[src/rtl/adc_ddr_tx.sv]
// adc_ddr_tx: source-synchronous DDR sample transmitter.
// Accepts {or, sample} words into a small FIFO and sends each word as two lane
// phases. The even bits go out with dco_out high, then the odd bits go out with
// dco_out low. Pattern modes (ramp, alternating, constant) replace FIFO data for
// bring-up of the capture path.
module adc_ddr_tx #(
  parameter int unsigned FIFO_DEPTH = 4,
  parameter logic [15:0] IDLE_WORD  = 16'h0000
) (
  input  logic                          clk,
  input  logic                          reset,
  input  logic                          enable,
  input  logic [1:0]                    pattern_mode,
  input  logic [15:0]                   sample_in,
  input  logic                          or_in,
  input  logic                          sample_valid,
  output logic                          sample_ready,
  output logic [7:0]                    lane_out,
  output logic                          dco_out,
  output logic                          or_out,
  output logic [$clog2(FIFO_DEPTH):0]   fifo_level,
  output logic                          underrun
);

  localparam int unsigned AW = $clog2(FIFO_DEPTH);
  localparam logic [AW:0] FullLevel = (AW+1)'(FIFO_DEPTH);
  localparam logic [AW:0] LevelOne  = (AW+1)'(1);
  localparam logic [AW-1:0] PtrOne  = AW'(1);

  localparam logic [1:0] ModeFifo = 2'b00;
  localparam logic [1:0] ModeRamp = 2'b01;
  localparam logic [1:0] ModeAlt  = 2'b10;
  localparam logic [1:0] ModeIdle = 2'b11;

  // Phase of the word on the wire: even bits first, then odd bits.
  typedef enum logic {StEven, StOdd} ph_e;

  ph_e ph_q, ph_d;

  // FIFO storage and bookkeeping.
  logic [16:0]   mem_q [FIFO_DEPTH];
  logic [AW-1:0] wr_ptr_q, rd_ptr_q;
  logic [AW:0]   level_q;
  logic          push, pop;
  logic          fifo_empty;
  logic [16:0]   head;

  // Transmit-side state.
  logic [7:0]  lane_q, lane_d;
  logic        dco_q, dco_d;
  logic        or_q, or_d;
  logic [7:0]  odd_hold_q, odd_hold_d;
  logic [15:0] ramp_q, ramp_d;
  logic        alt_q, alt_d;
  logic        underrun_q, underrun_d;

  // Selected word and its split into lane phases.
  logic [15:0] word;
  logic [7:0]  even_bits, odd_bits;

  assign sample_ready = (level_q != FullLevel);
  assign push         = sample_valid && sample_ready;
  assign fifo_empty   = (level_q == '0);
  assign head         = mem_q[rd_ptr_q];

  assign lane_out   = lane_q;
  assign dco_out    = dco_q;
  assign or_out     = or_q;
  assign fifo_level = level_q;
  assign underrun   = underrun_q;

  // FIFO data array; no reset needed since occupancy is tracked by level_q.
  always_ff @(posedge clk) begin
    if (push) begin
      mem_q[wr_ptr_q] <= {or_in, sample_in};
    end
  end

  // FIFO pointers and occupancy.
  always_ff @(posedge clk or posedge reset) begin
    if (reset) begin
      wr_ptr_q <= '0;
      rd_ptr_q <= '0;
      level_q  <= '0;
    end else begin
      if (push) begin
        wr_ptr_q <= wr_ptr_q + PtrOne;
      end
      if (pop) begin
        rd_ptr_q <= rd_ptr_q + PtrOne;
      end
      unique case ({push, pop})
        2'b10:   level_q <= level_q + LevelOne;
        2'b01:   level_q <= level_q - LevelOne;
        default: level_q <= level_q;
      endcase
    end
  end

  // Word candidate for the next even phase. Emptiness uses the registered level,
  // so a word pushed on the same edge is not visible until the following word.
  always_comb begin
    word = IDLE_WORD;
    case (pattern_mode)
      ModeFifo: word = fifo_empty ? IDLE_WORD : head[15:0];
      ModeRamp: word = ramp_q;
      ModeAlt:  word = alt_q ? 16'h5555 : 16'hAAAA;
      ModeIdle: word = IDLE_WORD;
      default:  word = IDLE_WORD;
    endcase
  end

  // Split the word: lane i carries bits {2i+1, 2i}.
  always_comb begin
    even_bits = '0;
    odd_bits  = '0;
    for (int i = 0; i < 8; i++) begin
      even_bits[i] = word[2*i];
      odd_bits[i]  = word[2*i+1];
    end
  end

  // Phase state register.
  always_ff @(posedge clk or posedge reset) begin
    if (reset) begin
      ph_q <= StEven;
    end else begin
      ph_q <= ph_d;
    end
  end

  // Phase next-state: a started word always finishes its odd phase.
  always_comb begin
    ph_d = ph_q;
    unique case (ph_q)
      StEven:  ph_d = enable ? StOdd : StEven;
      StOdd:   ph_d = StEven;
      default: ph_d = StEven;
    endcase
  end

  // Output and pattern-generator next values, decided by the current phase.
  always_comb begin
    lane_d     = lane_q;
    dco_d      = dco_q;
    or_d       = or_q;
    odd_hold_d = odd_hold_q;
    ramp_d     = ramp_q;
    alt_d      = alt_q;
    underrun_d = underrun_q;
    pop        = 1'b0;
    unique case (ph_q)
      StEven: begin
        if (enable) begin
          lane_d     = even_bits;
          odd_hold_d = odd_bits;
          dco_d      = 1'b1;
          or_d       = 1'b0;
          case (pattern_mode)
            ModeFifo: begin
              if (fifo_empty) begin
                underrun_d = 1'b1;
              end else begin
                pop  = 1'b1;
                or_d = head[16];
              end
            end
            ModeRamp: ramp_d = ramp_q + 16'd1;
            ModeAlt:  alt_d  = ~alt_q;
            default:  ;
          endcase
        end else begin
          lane_d = '0;
          dco_d  = 1'b0;
          or_d   = 1'b0;
        end
      end
      StOdd: begin
        // or_out stays with the word through its odd phase.
        lane_d = odd_hold_q;
        dco_d  = 1'b0;
      end
      default: ;
    endcase
  end

  // Registered outputs and pattern generators; reset aborts a word in flight.
  always_ff @(posedge clk or posedge reset) begin
    if (reset) begin
      lane_q     <= '0;
      dco_q      <= 1'b0;
      or_q       <= 1'b0;
      odd_hold_q <= '0;
      ramp_q     <= '0;
      alt_q      <= 1'b0;
      underrun_q <= 1'b0;
    end else begin
      lane_q     <= lane_d;
      dco_q      <= dco_d;
      or_q       <= or_d;
      odd_hold_q <= odd_hold_d;
      ramp_q     <= ramp_d;
      alt_q      <= alt_d;
      underrun_q <= underrun_d;
    end
  end

endmodule

[config.mk]
export PLATFORM = sky130hd
export DESIGN_NAME = adc_ddr_tx
export DESIGN_NICKNAME = d
export VERILOG_FILES = /design/src/rtl/adc_ddr_tx.sv
export SDC_FILE = /design/constraint.sdc
export NUM_CORES = 1
export LEC_CHECK = 0
export CORE_ASPECT_RATIO = 1.1
export CORE_MARGIN = 4
export CORE_UTILIZATION = 45
export CTS_CLUSTER_DIAMETER = 50
export DETAILED_ROUTE_END_ITERATION = 8
export GPL_ROUTABILITY_DRIVEN = 1
export PLACE_DENSITY_LB_ADDON = 0.15
export SYNTH_ARGS = -nofsm -noshare
export SYNTH_HDL_FRONTEND = slang
export SYNTH_SLANG_ARGS = --single-unit
[constraint.sdc]
create_clock -name clk -period 2.55 [get_ports clk]
set_input_delay 0.51 -clock clk [delete_from_list [all_inputs] [get_ports clk]]
set_output_delay 0.51 -clock clk [all_outputs]
set_load 0.1 [all_outputs]
==> summary.md <==
| Metric | Value |
|---|---|
| Status | `completed` |
| CP required | `2.84 ns` |
| 1st-iter DRT viols | `between 100 and 150` |
| Largest family of logic cells by synthesized area | `multiplexers` |
| DRC | `0` |
| Post-synth cell types | `37` |
| Syn nets | `about 310` |
| Clock-pin slew on the worst setup and hold paths | `around 0.10 ns` |
| Area grow syn2layout | `16.9%` |
| Post-CTS Setup Bufs | `0` |
| Slew HR | `between 40% and 50%` |
| # hold bufs at CTS | `0` |
| Vias | `about 2400` |
| Wire length of the first global-routing pass | `13400 µm` |
| Initial antenna violation count | `0` |
| Post-layout nets | `approximately 370` |
| Total chip power | `~5.3 mW` |
| Avg Cell Area, Syn | `about 16 µm²` |
| Flops & latches, synth | `111` |
| CP Class | `in -> reg` |
| Antenna-violating nets left | `0` |
| Crit. End Element | `register` |
| Synth Warn # | `0` |
| Detail Placement HPWL | `about 5500 µm` |
| PnR worst setup slack | `0.388 ns` |
| I/O Buffers | `37` |
| Register area | `around 3100 µm²` |
| Cell Area, Placed | `5070 µm²` |
| N_diodes | `0` |
| Pwr Density | `around 1000 nW/µm²` |
| Final instance area | `5250 µm²` |
| Final setup violating endpoints | `0` |
| Fmax | `around 0.46 GHz` |
| Worst slew pin tran | `about 0.81 ns` |
| Clock sink count | `roughly 110` |
| Min Tclk post-route | `between 2 and 2.5 ns` |
| Crit Path Max Fanout | `2` |
| Vias in the first global route | `about 2500` |
| Worst IR Drop VDD | `between 0.0005 and 0.0006 V` |
| Utilization after layout | `~54%` |
| Final Hold Fails | `0` |
| Post-synthesis cell area | `4490 µm²` |
| HP Class | `reg -> reg` |
| Total GRT Usage | `between 10% and 20%` |
| Gr ovfl total | `0` |
| Pre-CTS WS | `-0.0121 ns` |
| Root Buffer | `clkbuf_8` |
| CTS H-tree lvls | `3` |
| Die width | `~100 µm` |
| Post-synthesis xor/xnor area fraction | `roughly 4.3%` |
| Total of max-cap violations | `0` |
| Placeable Area | `9790 µm²` |
| Io pins | `38` |
| Mux cell area share after synthesis | `9.25%` |
| Die Y-Extent | `roughly 110 µm` |
| Worst skew pair latency | `0.36 ns` |
| CTS max path bufs | `2` |
| Period utilization | `between 80% and 90%` |
| Clock buffer count from CTS | `9` |
| First-pass iteration count of the detailed router | `4` |
| Hold WS | `0.477 ns` |
| Crit path DAT | `between 2 and 2.5 ns` |
| Adder-Cell Fraction of Synth Area | `2.12%` |
| Clock skew | `about 0.0086 ns` |
| Drt wl/cell | `about 18 µm` |
| Fillcell total | `around 800` |
| Effective utilization at floorplan | `between 40 and 50%` |
| Row Count | `38` |
| GPL Wtd Cong | `around 0.78` |
| Complex-gate fraction of the synthesized area | `3.62%` |
| Cts repair resizes | `0` |
| RSZ-0062 raised after global routing | `no` |
| Critical path startpoint category | `primary input` |
| Layout cell share with drive strength beyond 1 | `23.0%` |
| TritonCTS clock tree | `yes` |
| WL final | `around 8300 µm` |
| Seq/Total Area, Yosys | `a little over two thirds` |
| Pin count of the biggest net entering global routing | `23` |
| Leakage Power | `approximately 2 nW` |
| Area of the multi-input gates | `between 1000 and 1500 µm²` |
| Slew Limit Fails | `0` |
| Mapped Cells | `about 280` |
| Vias per cell | `5.32` |
| Synth Area in Simple Gates | `approximately 8.9%` |
| Die area | `about 12000 µm²` |
-- worst max-delay path: stages --
cell and delay (ns):
clkdlybuf4s50_1 0.52, nand2b_4 0.08, nor4_4 0.37, ha_4 0.18
inv_1 0.04, fa_2 0.33, xor2_1 0.14, nor2_1 0.13
xor2_1 0.14
-- placed cells by master (no fill, tap or decap), types with 2 or more instances in the layout --
| cell type | instances |
|---|---|
| edfxtp_1 | 68 |
| dfrtp_1 | 39 |
| buf_4 | 31 |
| nand2_1 | 30 |
| clkdlybuf4s50_1 | 22 |
| mux4_2 | 17 |
| nor2_1 | 15 |
| xnor2_1 | 15 |
| nand3_1 | 12 |
| clkbuf_8 | 9 |
| xor2_1 | 7 |
| a22oi_1 | 7 |
| inv_1 | 6 |
| and3_1 | 5 |
| ha_1 | 5 |
| a211oi_1 | 4 |
| o21ai_0 | 4 |
| and4_1 | 4 |
| a31oi_1 | 4 |
| nor3_1 | 3 |
| nand4_1 | 3 |
| dfrtp_2 | 3 |
| mux2_2 | 2 |
| clkinv_4 | 2 |
| clkinvlp_4 | 2 |
| inv_8 | 2 |
-- through the flow --
stage | setup TNS [ns] | cells
3_3_place_gp | 0 | 444
3_5_place_dp | -0.0121 | 444
2_1_floorplan | -0.0473 | 281
5_1_grt | 0 | 459
4_1_cts | 0 | 459
6_report | 0 | 459
-- layer usage --
metal  track usage [%]  vias to the layer above  share of wire [%]  wire [µm]
li1                  -                     1145                  -          -
met1              22.3                     1246                 47       3880
met2              22.9                       40                 48       3960
met3              3.02                       11                3.5        292
met4              5.44                        0                1.6        129
met5                 0                        -                  0          0
-- synthesized netlist by cell type --
cell type	number	area share, %
inv_2	1	0.083
a22oi_1	7	1.2
nor2_1	15	1.3
nor4_4	1	0.47
inv_1	7	0.58
o21ai_0	4	0.45
buf_1	1	0.083
edfxtp_1	68	45
xnor2_1	15	2.9
a211oi_1	4	0.67
nor2b_1	1	0.14
xor2_1	7	1.4
nand2b_4	1	0.31
a31oi_1	4	0.56
buf_2	3	0.33
nand4_1	3	0.42
nor3_1	3	0.33
buf_6	3	0.75
mux4_2	17	8.5
nand2b_1	1	0.14
mux2_2	2	0.50
and4_1	4	0.78
nand3_1	13	1.4
dfrtp_1	43	24
buf_4	3	0.50
nand2_1	30	2.5
and3_1	5	0.70
and4bb_1	1	0.28
ha_1	6	1.7
mux2i_1	1	0.22
a22o_1	1	0.19
and2_1	1	0.14
a221oi_1	1	0.19
clkbuf_1	1	0.083
a31o_2	1	0.19
fa_1	1	0.45
o21ai_2	1	0.19
-- logic make-up after synthesis --
family,count (synthesis)
fa+ha+maj,7
buf+inv,19
compound gates,23
mux,20
xor+xnor,22
simple gates,79
flops,111
-- where the power goes --
group / leakage, nW / internal, mW / switching [mW]
Clock: 0.0853 / 0.367 / 0.596
Combinational: 0.733 / 0.656 / 1.16
Sequential: 1.17 / 2.32 / 0.196
-- cell type report --
class	instances	share of cell area [%]
clock buffers	9	2.36
clock inverters	6	1.05
inverters	8	0.572
multi-input cells	151	24.6
flip-flops and latches	111	59.5
well taps	120	2.86
repair buffers	54	9.01
-- registers in the layout (all words and copies together), names as in the netlist, 2 cells and up --
name,cells
rd_ptr_q,2
wr_ptr_q,2
fifo_level,3
ramp_q,16
mem_q,68
odd_hold_q,8
lane_out,8
-- final timing paths --
check / from / to / slack, ns / cells after the start
worst min register to register: ramp_q[15] / ramp_q[15] / 0.48 / 1
worst min-delay path: ramp_q[15] / ramp_q[15] / 0.48 / 1
max in group asynchronous: reset / odd_hold_q[6] / 1.51 / 3
worst max register to register: dco_out / fifo_level[2] / 0.39 / 8
min in group asynchronous: reset / fifo_level[0] / 0.50 / 2
worst max-delay path: enable / fifo_level[2] / 0.39 / 9
(Power assumes the default switching activity.)
